<file path="src/rtl/hasti_pkg.sv">
// Shared AHB-Lite (Hasti) encodings, controller state type and the byte-lane mask helper.
package hasti_pkg;

   localparam logic [1:0] HTRANS_IDLE   = 2'd0;
   localparam logic [1:0] HTRANS_BUSY   = 2'd1;
   localparam logic [1:0] HTRANS_NONSEQ = 2'd2;
   localparam logic [1:0] HTRANS_SEQ    = 2'd3;

   localparam logic [2:0] HSIZE_BYTE = 3'd0;
   localparam logic [2:0] HSIZE_HALF = 3'd1;
   localparam logic [2:0] HSIZE_WORD = 3'd2;

   localparam logic HRESP_OKAY  = 1'b0;
   localparam logic HRESP_ERROR = 1'b1;

   typedef enum logic [2:0] {
      IDLE,
      WDATA,
      RDATA,
      RSTALL,
      ERR1,
      ERR2
   } hastiState;

   // Illegal sizes yield an empty mask; legality is checked separately.
   function automatic logic [31:0] hasti_byte_mask(input logic [2:0] hsize, input logic [1:0] lowAddr);
      logic [31:0] mask;
      mask = 32'h0000_0000;
      case (hsize)
         HSIZE_BYTE: mask = 32'h0000_00FF << {lowAddr, 3'b000};
         HSIZE_HALF: mask = 32'h0000_FFFF << {lowAddr[1], 4'b0000};
         HSIZE_WORD: mask = 32'hFFFF_FFFF;
         default:    mask = 32'h0000_0000;
      endcase
      return mask;
   endfunction

endpackage

</file>
<file path="src/rtl/hasti_sram_ctrl.sv">
// AHB-Lite slave front end for the data SRAM: drives the W0 write port and R1 read port,
// stalls a read that lands on a pending write, and answers illegal transfers with ERROR.
module hasti_sram_ctrl
   import hasti_pkg::*;
#(
   parameter int ADDR_WIDTH = 10,
   parameter int DATA_WIDTH = 32
) (
   input  logic                  CLK,
   input  logic                  RST,
   input  logic                  hsel,
   input  logic [31:0]           haddr,
   input  logic                  hwrite,
   input  logic [2:0]            hsize,
   input  logic [1:0]            htrans,
   input  logic [DATA_WIDTH-1:0] hwdata,
   input  logic                  hready,
   output logic [DATA_WIDTH-1:0] hrdata,
   output logic                  hreadyout,
   output logic                  hresp,
   output logic [ADDR_WIDTH-1:0] W0A,
   output logic                  W0E,
   output logic [DATA_WIDTH-1:0] W0I,
   output logic [DATA_WIDTH-1:0] W0M,
   output logic [ADDR_WIDTH-1:0] R1A,
   output logic                  R1E,
   input  logic [DATA_WIDTH-1:0] R1O
);

   hastiState state;
   hastiState nextState;

   logic [ADDR_WIDTH-1:0] addrReg;
   logic [DATA_WIDTH-1:0] maskReg;
   logic [DATA_WIDTH-1:0] hrdataReg;
   logic [ADDR_WIDTH-1:0] wordAddr;
   logic                  accept;
   logic                  legal;
   logic                  takeNew;
   logic                  readNow;
   logic                  latchWrite;
   logic                  latchStall;
   logic                  unusedBits;

   // Bits above the RAM range wrap; htrans[0] only distinguishes NONSEQ from SEQ.
   assign unusedBits = ^{haddr[31:ADDR_WIDTH+2], htrans[0]};

   assign wordAddr = haddr[ADDR_WIDTH+1:2];
   assign accept   = hsel & hready & htrans[1];

   always_comb begin
      legal = 1'b0;
      case (hsize)
         HSIZE_BYTE: legal = 1'b1;
         HSIZE_HALF: legal = ~haddr[0];
         HSIZE_WORD: legal = (haddr[1:0] == 2'b00);
         default:    legal = 1'b0;
      endcase
   end

   // Only the states that report ready may take a new address phase.
   assign takeNew    = accept & hreadyout;
   assign readNow    = takeNew & legal & ~hwrite & (state != WDATA);
   assign latchWrite = takeNew & legal & hwrite;
   assign latchStall = takeNew & legal & ~hwrite & (state == WDATA);

   always_comb begin
      nextState = IDLE;
      case (state)
         RSTALL: nextState = RDATA;
         ERR1:   nextState = ERR2;
         default: begin
            if (takeNew) begin
               if (!legal)
                  nextState = ERR1;
               else if (hwrite)
                  nextState = WDATA;
               else if (state == WDATA)
                  nextState = RSTALL;
               else
                  nextState = RDATA;
            end
         end
      endcase
   end

   always_ff @(posedge CLK or posedge RST) begin
      if (RST) begin
         state     <= IDLE;
         addrReg   <= '0;
         maskReg   <= '0;
         hrdataReg <= '0;
      end else begin
         state <= nextState;
         if (latchWrite) begin
            addrReg <= wordAddr;
            maskReg <= hasti_byte_mask(hsize, haddr[1:0]);
         end else if (latchStall) begin
            addrReg <= wordAddr;
         end
         if (state == RDATA)
            hrdataReg <= R1O;
      end
   end

   // The read port is handed the live address unless a stalled read is being replayed.
   always_comb begin
      hreadyout = ~((state == RSTALL) | (state == ERR1));
      hresp     = ((state == ERR1) | (state == ERR2)) ? HRESP_ERROR : HRESP_OKAY;
      W0E       = (state == WDATA);
      W0A       = addrReg;
      W0I       = hwdata;
      W0M       = maskReg;
      R1E       = readNow | (state == RSTALL);
      R1A       = (state == RSTALL) ? addrReg : wordAddr;
      hrdata    = (state == RDATA) ? R1O : hrdataReg;
   end

endmodule

</file>
<file path="config.mk">
export PLATFORM = sky130hd
export DESIGN_NAME = hasti_sram_ctrl
export DESIGN_NICKNAME = d
export VERILOG_FILES = /design/src/rtl/hasti_pkg.sv /design/src/rtl/hasti_sram_ctrl.sv
export SDC_FILE = /design/constraint.sdc
export NUM_CORES = 1
export LEC_CHECK = 0
export ABC_CLOCK_PERIOD_IN_PS = 3200
export CAP_MARGIN = 10
export CELL_PAD_IN_SITES_DETAIL_PLACEMENT = 0
export CELL_PAD_IN_SITES_GLOBAL_PLACEMENT = 1
export CORE_ASPECT_RATIO = 1.75
export CORE_MARGIN = 1
export CORE_UTILIZATION = 24
export DETAILED_ROUTE_END_ITERATION = 16
export PLACE_DENSITY_LB_ADDON = 0.08
export SLEW_MARGIN = 20
export SYNTH_ARGS = -nofsm -noshare
export SYNTH_HDL_FRONTEND = slang
export SYNTH_SLANG_ARGS = --single-unit
export TNS_END_PERCENT = 20
</file>
<file path="constraint.sdc">
create_clock -name CLK -period 3.2 [get_ports CLK]
set_clock_uncertainty 0.2 [all_clocks]
set_input_delay 0.48 -clock CLK [delete_from_list [all_inputs] [get_ports CLK]]
set_output_delay 0.48 -clock CLK [all_outputs]
set_load 0.01 [all_outputs]
</file>
==> impl_results.md <==
* Synth Area in XOR/XNOR at 0
* Fmax at 323 MHz
* Sequential area share after synthesis at 0.484
* Remaining antenna violation count at 0
* Pin count of the biggest net entering global routing at 33
* Post-synthesis simple-gate area fraction at 0.0425
* DR vias/cell at 4.26
* Final Cycle Share at 0.968
* Wire per inst at 15.7 µm
* Share of layout cells above drive strength 1 at 0.259
* TritonCTS Sinks at 49
* Residual DRC at 0
* Synth Area in Adders at 0
* I/O Buffers at 140
* Commonest non-fill, non-tap cell in the layout: clkdlybuf4s50_1
* Netlist Area Pre-Place at 2530 µm²
* GRT Total Usage at 0.123
* Ports at 226
* CTS Root Cell: clkbuf_16
* Clk slew on worst S/H paths at 60 ps
* Area grow syn2layout at 51.7%
* Die ar. at 11,000 µm²
* Synthesized instance count at 202
* Max-slew violation count at 0
* Core footprint at 10,200 µm²
* Initial Util at 0.247
* Setup TNS at 0 ps
* CP Launch Type: primary input
* # rows at 49
* ANT cells at 0
* Initial antenna violation count at 0
* Post-synthesis mux area share at 0.249
* GP Congestion at 0.756
* Slew margin rel. at 0.759
* H-Tree Depth at 2
* Reg2reg path depth at 4
* Worst Setup Path Type: primary input to primary output
* Worst-path fanout max at 3
* Post-CTS setup buffer count at 0
* Finished Core Util at 0.375
* Critical-path cell list: clkdlybuf4s50_1 -> or3_1 -> a21oi_2 -> nand3_1 -> o31ai_1 -> clkdlybuf4s50_1
* CTS tree: yes
* Max_cap viols at 0
* CTS Buf Count at 5
* Reg2reg start: state[2]
* Cell taking the most area after synthesis: dfrtp_1
* Most frequent cells in the layout: 140 x clkdlybuf4s50_1, 56 x mux2_2, 49 x dfrtp_1, 8 x buf_4
* Min Hold Slack at 271 ps
* Maximum clock path buffer count at 2
* R2R Setup Slk at 1130 ps
* Worst EP required at 2520 ps
* DR pass1 iterations at 4
* Worst ir drop on vdd at 0.000292 V
* Post-Syn Area per Cell at 12.5 µm²
* Top cell type's share of synthesized area at 0.484
* Synthesis-stage register bit count at 49
* Crit-path most repeated cell: clkdlybuf4s50_1
* Routed WL at 6600 µm
* Global-route wire length before repair at 9830 µm
* Minimum clock period at 3100 ps
* Remaining Overflow, GRT at 0
* Syn Nets at 308
* FF-to-FF End: W0M[7]
* DR iter-0 viols at 21
* Vias at 1,788
* Die height at 138 µm
* Pwr/cell area at 720 nW/µm²
* Combinational family with the most area after synthesis: multiplexers
* Slowest cell on crit path: clkdlybuf4s50_1
* Final Setup Violations at 0
* Post-cts gate resize count at 0
* Cts hold-fix bufs at 0
* Post-synthesis compound-gate area fraction at 0.0301
* Hold WC Path Type: primary input to asynchronous set/reset pin
* Hold Vio Cnt, Final at 0
* Worst-skew pair later-pin latency at 280 ps
* Outcome: complete, no violations
* Unrepaired setup endpoints after global routing: no
* Post-detail-place hpwl at 5140 µm
* Crit path DAT at 2420 ps
* Horiz. Die Dim at 79.7 µm
* Synth Warn # at 0
* NumNets Final at 399
* Worst Setup End Kind: primary output
* Critical path's largest stage delay at 570 ps
* Netlist cell types at 24
* P_leak at 0.00163 µW
* Slew at the pin with the worst max-slew slack at 361 ps
* Vias in the first global route at 1,816
* Synth area leaders: dfrtp_1 48%, mux2_2 25%, buf_4 18%
[cells in the mapped netlist (all sizes together)]
library cell,number
o21ai,5
o31ai,1
clkbuf,1
buf,64
nand3,2
dfrtp,49
nand4,1
a21oi,5
nand2b,1
nor2,3
inv,3
and3,1
a21o,2
nor2b,1
mux2,56
nor3b,3
and2,1
nand3b,1
or3b,1
or3,1
[worst max-delay path by stage]
stage	startpoint	end	cells past startpoint	slack, ps
global placement	hsize[0]	R1E	6	100
global route	hsize[0]	R1E	6	30
CTS	hsize[0]	R1E	6	90
detailed placement	hsize[0]	R1E	6	90
finish	hsize[0]	R1E	6	100
floorplan	hsize[0]	R1E	4	990
[metal layers]
layer | wire [µm] | vias up | track usage
li1 | - | 802 | -
met1 | 2080 | 856 | 0.112
met2 | 3800 | 104 | 0.237
met3 | 518 | 26 | 0.0362
met4 | 197 | 0 | 0.0657
met5 | 0 | - | 0
[power by group]
part | switching, µW | total (µW) | internal [µW]
logic | 467 | 1260 | 796
registers | 110 | 970 | 861
clock network | 225 | 533 | 308
total | 802 | 2770 | 1960
[area by class of cell]
| class | instances | area [µm²] |
|---|---|---|
| fill | 1008 | 6400 |
| clock buffer | 7 | 143 |
| tap | 127 | 159 |
| multi-input combinational | 85 | 821 |
| sequential | 49 | 1230 |
| timing repair buffer | 149 | 1480 |
| inverter | 3 | 11.3 |
[sequential cells by signal (all words and copies together), names as in the netlist]
| signal | cells |
|---|---|
| state | 3 |
| W0M | 4 |
| hrdataReg | 32 |
| W0A | 10 |
[metrics by stage]
step                instances  total power [µW]  setup WS, ps  area [µm²]
CTS                       420              2830          87.4        3840
global placement          413              2260           101        3700
global route              420              2940          25.6        3840
detailed placement        413              2270          92.4        3700
floorplan                 202              1580           993        2530
finish                    420              2770           103        3840
[cells by family (layout without fill, tap and decap cells)]
family,Yosys count,after routing
and+or+nand+nor,16,16
muxes,56,56
buffers and inverters,68,159
DFF,49,49
AOI/OAI and AO/OA,13,13
[worst max-delay path, delay by kind of cell]
family | cells | cell delay, ps
compound gates | 2 | 420
buf+inv | 2 | 990
simple gates | 2 | 520
Note: power is estimated with default switching activity, not from simulation.
